`config.mk`:
```
export PLATFORM = sky130hd
export DESIGN_NAME = can_bit_stuffer
export DESIGN_NICKNAME = d
export VERILOG_FILES = /design/src/rtl/can_bit_stuffer.sv
export SDC_FILE = /design/constraint.sdc
export NUM_CORES = 1
export LEC_CHECK = 0
export CAP_MARGIN = 25
export CORE_MARGIN = 5
export CORE_UTILIZATION = 57
export CTS_BUF_LIST = sky130_fd_sc_hd__clkbuf_4
export DETAILED_ROUTE_END_ITERATION = 16
export PLACE_DENSITY = 0.85
export SLEW_MARGIN = 20
export SYNTH_ARGS = -nofsm -noshare
export SYNTH_HDL_FRONTEND = slang
export SYNTH_SLANG_ARGS = --single-unit
```
`constraint.sdc`:
```
create_clock -name i_Clock -period 2.9 [get_ports i_Clock]
set_input_delay 0.58 -clock i_Clock [delete_from_list [all_inputs] [get_ports i_Clock]]
set_output_delay 0.58 -clock i_Clock [all_outputs]
set_load 0.005 [all_outputs]
```
`src/rtl/can_bit_stuffer.sv`:
```
// CAN bit stuffer: receive destuffer and transmit stuffer with a shared run length.
// Optional stuff-event counters are built when CAN_STUFF_COUNT_EN is defined.
module can_bit_stuffer #(
  parameter int RUN_LEN = 5
) (
  input  logic       i_Clock,
  input  logic       i_Reset,
  input  logic       i_Sample,
  input  logic       i_Rx_Enable,
  input  logic       i_Rx_Serial,
  output logic       o_Rx_Valid,
  output logic       o_Rx_Bit,
  output logic       o_Ignora_Bit,
  output logic       o_Erro_Stuffing,
  input  logic       i_Tx_Enable,
  input  logic       i_Tx_Valid,
  input  logic       i_Tx_Bit,
  output logic       o_Tx_Ready,
  output logic       o_Tx_Serial,
  output logic       o_Tx_Stuffed
`ifdef CAN_STUFF_COUNT_EN
  ,
  output logic [7:0] o_Rx_Stuff_Count,
  output logic [7:0] o_Tx_Stuff_Count
`endif
);

  localparam int              RW      = $clog2(RUN_LEN + 1);
  localparam logic [RW-1:0]   RUN_MAX = RW'(RUN_LEN);

  logic          rx_prev, rx_expect;
  logic [RW-1:0] rx_run, rx_run_nxt;
  logic          tx_prev, tx_pending;
  logic [RW-1:0] tx_run, tx_run_nxt;

  // A run only extends when there is history (run != 0) and the bit repeats.
  always_comb begin
    rx_run_nxt = RW'(1);
    if (rx_run != '0 && i_Rx_Serial == rx_prev) rx_run_nxt = rx_run + RW'(1);
    tx_run_nxt = RW'(1);
    if (tx_run != '0 && i_Tx_Bit == tx_prev) tx_run_nxt = tx_run + RW'(1);
  end

  always_ff @(posedge i_Clock or posedge i_Reset) begin
    if (i_Reset) begin
      rx_prev         <= 1'b1;
      rx_run          <= '0;
      rx_expect       <= 1'b0;
      o_Rx_Valid      <= 1'b0;
      o_Rx_Bit        <= 1'b0;
      o_Ignora_Bit    <= 1'b0;
      o_Erro_Stuffing <= 1'b0;
    end else begin
      o_Rx_Valid   <= 1'b0;
      o_Ignora_Bit <= 1'b0;
      if (!i_Rx_Enable) begin
        rx_run    <= '0;
        rx_expect <= 1'b0;
        if (i_Sample) begin
          o_Rx_Valid      <= 1'b1;
          o_Rx_Bit        <= i_Rx_Serial;
          o_Erro_Stuffing <= 1'b0;
          rx_prev         <= i_Rx_Serial;
        end
      end else if (i_Sample) begin
        if (rx_expect) begin
          rx_expect <= 1'b0;
          if (i_Rx_Serial != rx_prev) begin
            o_Ignora_Bit <= 1'b1;
            rx_run       <= RW'(1);
            rx_prev      <= i_Rx_Serial;
          end else begin
            o_Erro_Stuffing <= 1'b1;
            rx_run          <= '0;
          end
        end else begin
          o_Rx_Valid <= 1'b1;
          o_Rx_Bit   <= i_Rx_Serial;
          rx_prev    <= i_Rx_Serial;
          rx_run     <= rx_run_nxt;
          rx_expect  <= (rx_run_nxt == RUN_MAX);
        end
      end
    end
  end

  // o_Tx_Ready is kept as the registered complement of tx_pending.
  always_ff @(posedge i_Clock or posedge i_Reset) begin
    if (i_Reset) begin
      tx_prev      <= 1'b1;
      tx_run       <= '0;
      tx_pending   <= 1'b0;
      o_Tx_Ready   <= 1'b1;
      o_Tx_Serial  <= 1'b1;
      o_Tx_Stuffed <= 1'b0;
    end else begin
      o_Tx_Stuffed <= 1'b0;
      if (!i_Tx_Enable) begin
        tx_pending <= 1'b0;
        o_Tx_Ready <= 1'b1;
        tx_run     <= '0;
        if (i_Sample) begin
          o_Tx_Serial <= i_Tx_Valid ? i_Tx_Bit : 1'b1;
          if (i_Tx_Valid) tx_prev <= i_Tx_Bit;
        end
      end else if (i_Sample) begin
        if (tx_pending) begin
          o_Tx_Serial  <= ~tx_prev;
          o_Tx_Stuffed <= 1'b1;
          tx_prev      <= ~tx_prev;
          tx_run       <= RW'(1);
          tx_pending   <= 1'b0;
          o_Tx_Ready   <= 1'b1;
        end else if (i_Tx_Valid) begin
          o_Tx_Serial <= i_Tx_Bit;
          tx_prev     <= i_Tx_Bit;
          tx_run      <= tx_run_nxt;
          if (tx_run_nxt == RUN_MAX) begin
            tx_pending <= 1'b1;
            o_Tx_Ready <= 1'b0;
          end
        end else begin
          o_Tx_Serial <= 1'b1;
          tx_run      <= '0;
        end
      end
    end
  end

`ifdef CAN_STUFF_COUNT_EN
  logic rx_en_d, tx_en_d;
  logic rx_stuff_hit, tx_stuff_hit;

  assign rx_stuff_hit = i_Sample & i_Rx_Enable & rx_expect & (i_Rx_Serial != rx_prev);
  assign tx_stuff_hit = i_Sample & i_Tx_Enable & tx_pending;

  // Saturating counters, cleared when their enable rises.
  always_ff @(posedge i_Clock or posedge i_Reset) begin
    if (i_Reset) begin
      rx_en_d          <= 1'b0;
      tx_en_d          <= 1'b0;
      o_Rx_Stuff_Count <= '0;
      o_Tx_Stuff_Count <= '0;
    end else begin
      rx_en_d <= i_Rx_Enable;
      tx_en_d <= i_Tx_Enable;
      if (i_Rx_Enable && !rx_en_d)                      o_Rx_Stuff_Count <= '0;
      else if (rx_stuff_hit && o_Rx_Stuff_Count != 8'hFF) o_Rx_Stuff_Count <= o_Rx_Stuff_Count + 8'd1;
      if (i_Tx_Enable && !tx_en_d)                      o_Tx_Stuff_Count <= '0;
      else if (tx_stuff_hit && o_Tx_Stuff_Count != 8'hFF) o_Tx_Stuff_Count <= o_Tx_Stuff_Count + 8'd1;
    end
  end
`endif

endmodule

```
; Word level (Yosys, flattened, before mapping)
; Index checks and enable logic that the tools add are counted.
[word_totals]
register_bits = 17
inputBits = 8
out_inout_bits = 7
word_cells = 94
[classes]
n_addsub = 2
n_eq_ne = 13
n_mux = 57
bitwise_logic = 1
n_reduce_logical = 8
[ops]
columns = op, count
row1 = 1-bit 2-to-1 mux, 48
row2 = 3-bit 2-to-1 mux, 9
row3 = "2-bit inequality test, second input constant", 4
row4 = "3-bit by 1-bit adder with 3-bit output, second input constant", 2
row5 = "3-bit == test, second input constant", 2
row6 = "3-bit by 1-bit inequality test with 1-bit output, second input constant", 2
row7 = 3-bit AND reduction, 2
row8 = 3-bit nonzero test, 2
row9 = 2-bit AND reduction, 2
row10 = "3-bit by 2-bit inequality test with 1-bit output, second input constant", 1
row11 = 1-bit == test, 2
row12 = 1-bit logical AND, 2
row13 = "2-bit by 1-bit inequality test with 1-bit output, second input constant", 1
row14 = 1-bit inequality test, 1
row15 = 1-bit inverter, 1

; Longest topological paths before layout
[logic_depth]
ltp_word = 9
ltp_mapped = 6
depth_no_buf = 6

; Least setup slack after synthesis
; OpenSTA, ideal clock, no wires.
[synth_path]
path_type = input-to-reg
start = input port i_Sample
end = register o_Rx_Bit
setup_time_ns = 0.125
t_arrival_ns = 1.315
t_required_ns = 2.775
slack_ns = 1.460
path_stages = 4
path_buffers = 1
cell_sequence = clkbuf_2 > inv_1 > a21oi_1 > mux2_2
[synth_via]
elab_chain_cells = 1
[synth_rtl]
columns = element, line_no
row1 = start: declaration, 8  ; input logic i_Sample,
row2 = 2-bit AND reduction (no line), n/a
row3 = end signal: assignment, 61  ; o_Rx_Bit <= i_Rx_Serial;
row4 = end signal: assignment, 78  ; o_Rx_Bit <= i_Rx_Serial;
row5 = end: declaration, 12  ; output logic o_Rx_Bit,
; No other way between the ends.
; A chain may end at the register's enable or synchronous reset.

; Worst setup path in the final report
[layout_path]
start = register o_Tx_Ready
end = output port o_Tx_Ready
[layout_rtl]
columns = element, line_no
row1 = start: declaration, 18  ; output logic o_Tx_Ready,
row2 = start signal: assignment, 93  ; o_Tx_Ready <= 1'b1;
row3 = start signal: assignment, 100  ; o_Tx_Ready <= 1'b1;
row4 = start signal: assignment, 113  ; o_Tx_Ready <= 1'b1;
; No word-level cell between the ends.

==> flow_summary.json <==
{
  "drc": 0,
  "slew_headroom_pct": 59.2,
  "fmax_mhz": 521,
  "p_leak_nw": 0.454,
  "powerDensity_mw_per_mm2": 432,
  "hold_class": "reg2reg",
  "cp_num_buf_inv": 1,
  "synth_cell_types": 32,
  "cts_buffers": 3,
  "dieWidth_um": 49.1,
  "mostFrequentLayoutCells": "14 x clkdlybuf4s50_1, 13 x dfrtp_1, 11 x inv_1",
  "place_inst": 115,
  "grt_antenna_before_repair": 0,
  "synth-main-ff-cell": "dfrtp_1",
  "n_antenna_cell": 0,
  "drive_gt1_share_pct": 13.6,
  "syn_area_per_cell_um2": 10.1,
  "overflow": 0,
  "slew_viol_final": 0,
  "cts_tree": "yes",
  "grt_use_total_pct": 15.5,
  "multi_input_area_um2": 389,
  "post_cts_resized": 0,
  "crit_fanout": 2,
  "required_ns": 2.32,
  "syn-cell-area_um2": 871,
  "design.core.area_mm2": 0.00147,
  "hold_viol_final": 0,
  "ys_ff_latch": 17,
  "fin_crit_sh_pct": 66.2,
  "outcome": "finished clean",
  "vias_per_cell": 5.80,
  "cts_setup_buffers": 0,
  "fillers": 116,
  "cts_buffer_depth": 2,
  "grt_pass1_vias": 674,
  "final_cells": 119,
  "drt_iter0_drc": 21,
  "clk_pin_slew_worst_paths_ns": 0.10,
  "seq_area_um2": 430,
  "nets": 116,
  "critPathKind": "reg2out",
  "yosys_warnings": 0,
  "cp_cell_sequence": "clkdlybuf4s50_1",
  "cts_root_buf": "clkbuf_4",
  "die_h_um": 49.1,
  "rsz0062_at_grt": "no",
  "synth-edff-count": 0,
  "cts_sinks": 17,
  "ctsHoldBuffers": 0,
  "dp_hpwl_mm": 1.35,
  "vdd_drop_max_mv": 0.340,
  "row_count": 14,
  "die_area_mm2": 0.00241,
  "initial_core_util_pct": 59.2,
  "power_w": 0.000457,
  "fin_crit_ns": 1.92,
  "async_flop_share_pct": 100,
  "crit_family": "flip-flops",
  "firstDrtPassIters": 4,
  "gp_congestion": 0.784,
  "grt_pass1_wl_mm": 2.93,
  "crit_arrival_ns": 1.34,
  "placed_cell_area_mm2": 0.00103,
  "routedWlPerCell_um": 14.5,
  "clock_latency_ns": 0.29,
  "clock_skew_ns": 0.0101,
  "startpoint_type": "flip-flop",
  "slowest_delay_ns": 0.55,
  "h-tree-depth": 1,
  "synthCells": 86,
  "synthesis.nets": 98,
  "setup_viol": 0,
  "portBuffers": 14,
  "maxCapViolCount": 0,
  "synth.yosys.seq_area_share_pct": 49.4,
  "finalWirelength_mm": 1.73,
  "cp_slowest_cell": "dfstp_2",
  "area_growth_pct": 21.3,
  "reg_top3": "rx_run: 3 flops, tx_run: 3 flops",
  "ios": 15,
  "drtAntennaViolNets": 0,
  "final_common_cell": "clkdlybuf4s50_1",
  "cp-end-kind": "output port",
  "grt_max_degree": 18,
  "hold_slack_ns": 0.541,
  "tns_ns": 0,
  "design_area_mm2": 0.00106,
  "num_vias": 690,
  "tightest_slew_ns": 0.612
}
==> cells in the mapped netlist (2+ instances only) <==
cell type  number  share of area [%]
dfrtp_1        13                 37
inv_1          11                4.7
nor2_1          7                3.0
a21oi_1         5                2.9
nand2_1         5                2.2
dfstp_2         4                 12
ha_1            4                5.7
mux2_2          3                3.9
o31ai_1         3                2.6
a31oi_1         2                1.4
nand3_1         2                1.1
nand4_1         2                1.4
nor2b_1         2                1.4
nor4_1          2                1.4
o21ai_0         2                1.1
o22ai_1         2                1.4
xnor2_1         2                2.0
==> per-layer routing <==
layer | wire length [um] | up-vias | part of all wire [%] | GRT usage (%)
met5 | 0 | - | 0 | 0
met4 | 15 | 0 | 0.87 | 6.73
met3 | 84 | 2 | 4.9 | 3.06
met2 | 836 | 21 | 48 | 24.7
met1 | 793 | 331 | 46 | 20.3
li1 | - | 336 | - | -
==> power breakdown <==
| part | internal, W | switching (W) |
|---|---|---|
| Clock | 0.0000513 | 0.0000728 |
| Sequential | 0.000252 | 0.00000912 |
| Combinational | 0.0000334 | 0.0000377 |
| Total | 0.000337 | 0.000120 |
==> cells by family after synthesis <==
logic type      share of synthesized area (%)
compound gates                           15.9
xor+xnor                                 3.02
mux                                      5.03
fa+ha+maj                                5.75
simple gates                             14.9
buf+inv                                  5.89
flops                                    49.4
==> metrics by stage <==
stage | utilization, % | setup WS [ns]
2_1_floorplan | - | 1.46
3_3_place_gp | 69.9 | 0.801
3_5_place_dp | 69.9 | 0.764
4_1_cts | 71.8 | 0.967
5_1_grt | 71.8 | 0.928
6_report | 71.8 | 0.981
==> path summary, 6_finish.rpt <==
kind,start,to,slack (ns),depth (start not counted)
setup / recovery,o_Tx_Ready,o_Tx_Ready,0.98,1
hold / removal,o_Rx_Bit,o_Rx_Bit,0.54,1
setup reg to reg,tx_run[0],o_Tx_Ready,1.32,5
hold reg to reg,o_Rx_Bit,o_Rx_Bit,0.54,1
max in group asynchronous,i_Reset,tx_run[0],1.85,2
min in group asynchronous,i_Reset,o_Rx_Valid,0.65,2
==> area by class of cell <==
type	instances	share of cell area (%)
clock buffers	3	2.13
repair buffers	15	14.0
well taps	16	1.90
flip-flops and latches	17	40.8
clock inverters	1	0.474
inverters	11	3.91
multi-input cells	56	36.8
No activity file was read; power rests on OpenSTA's default activity.
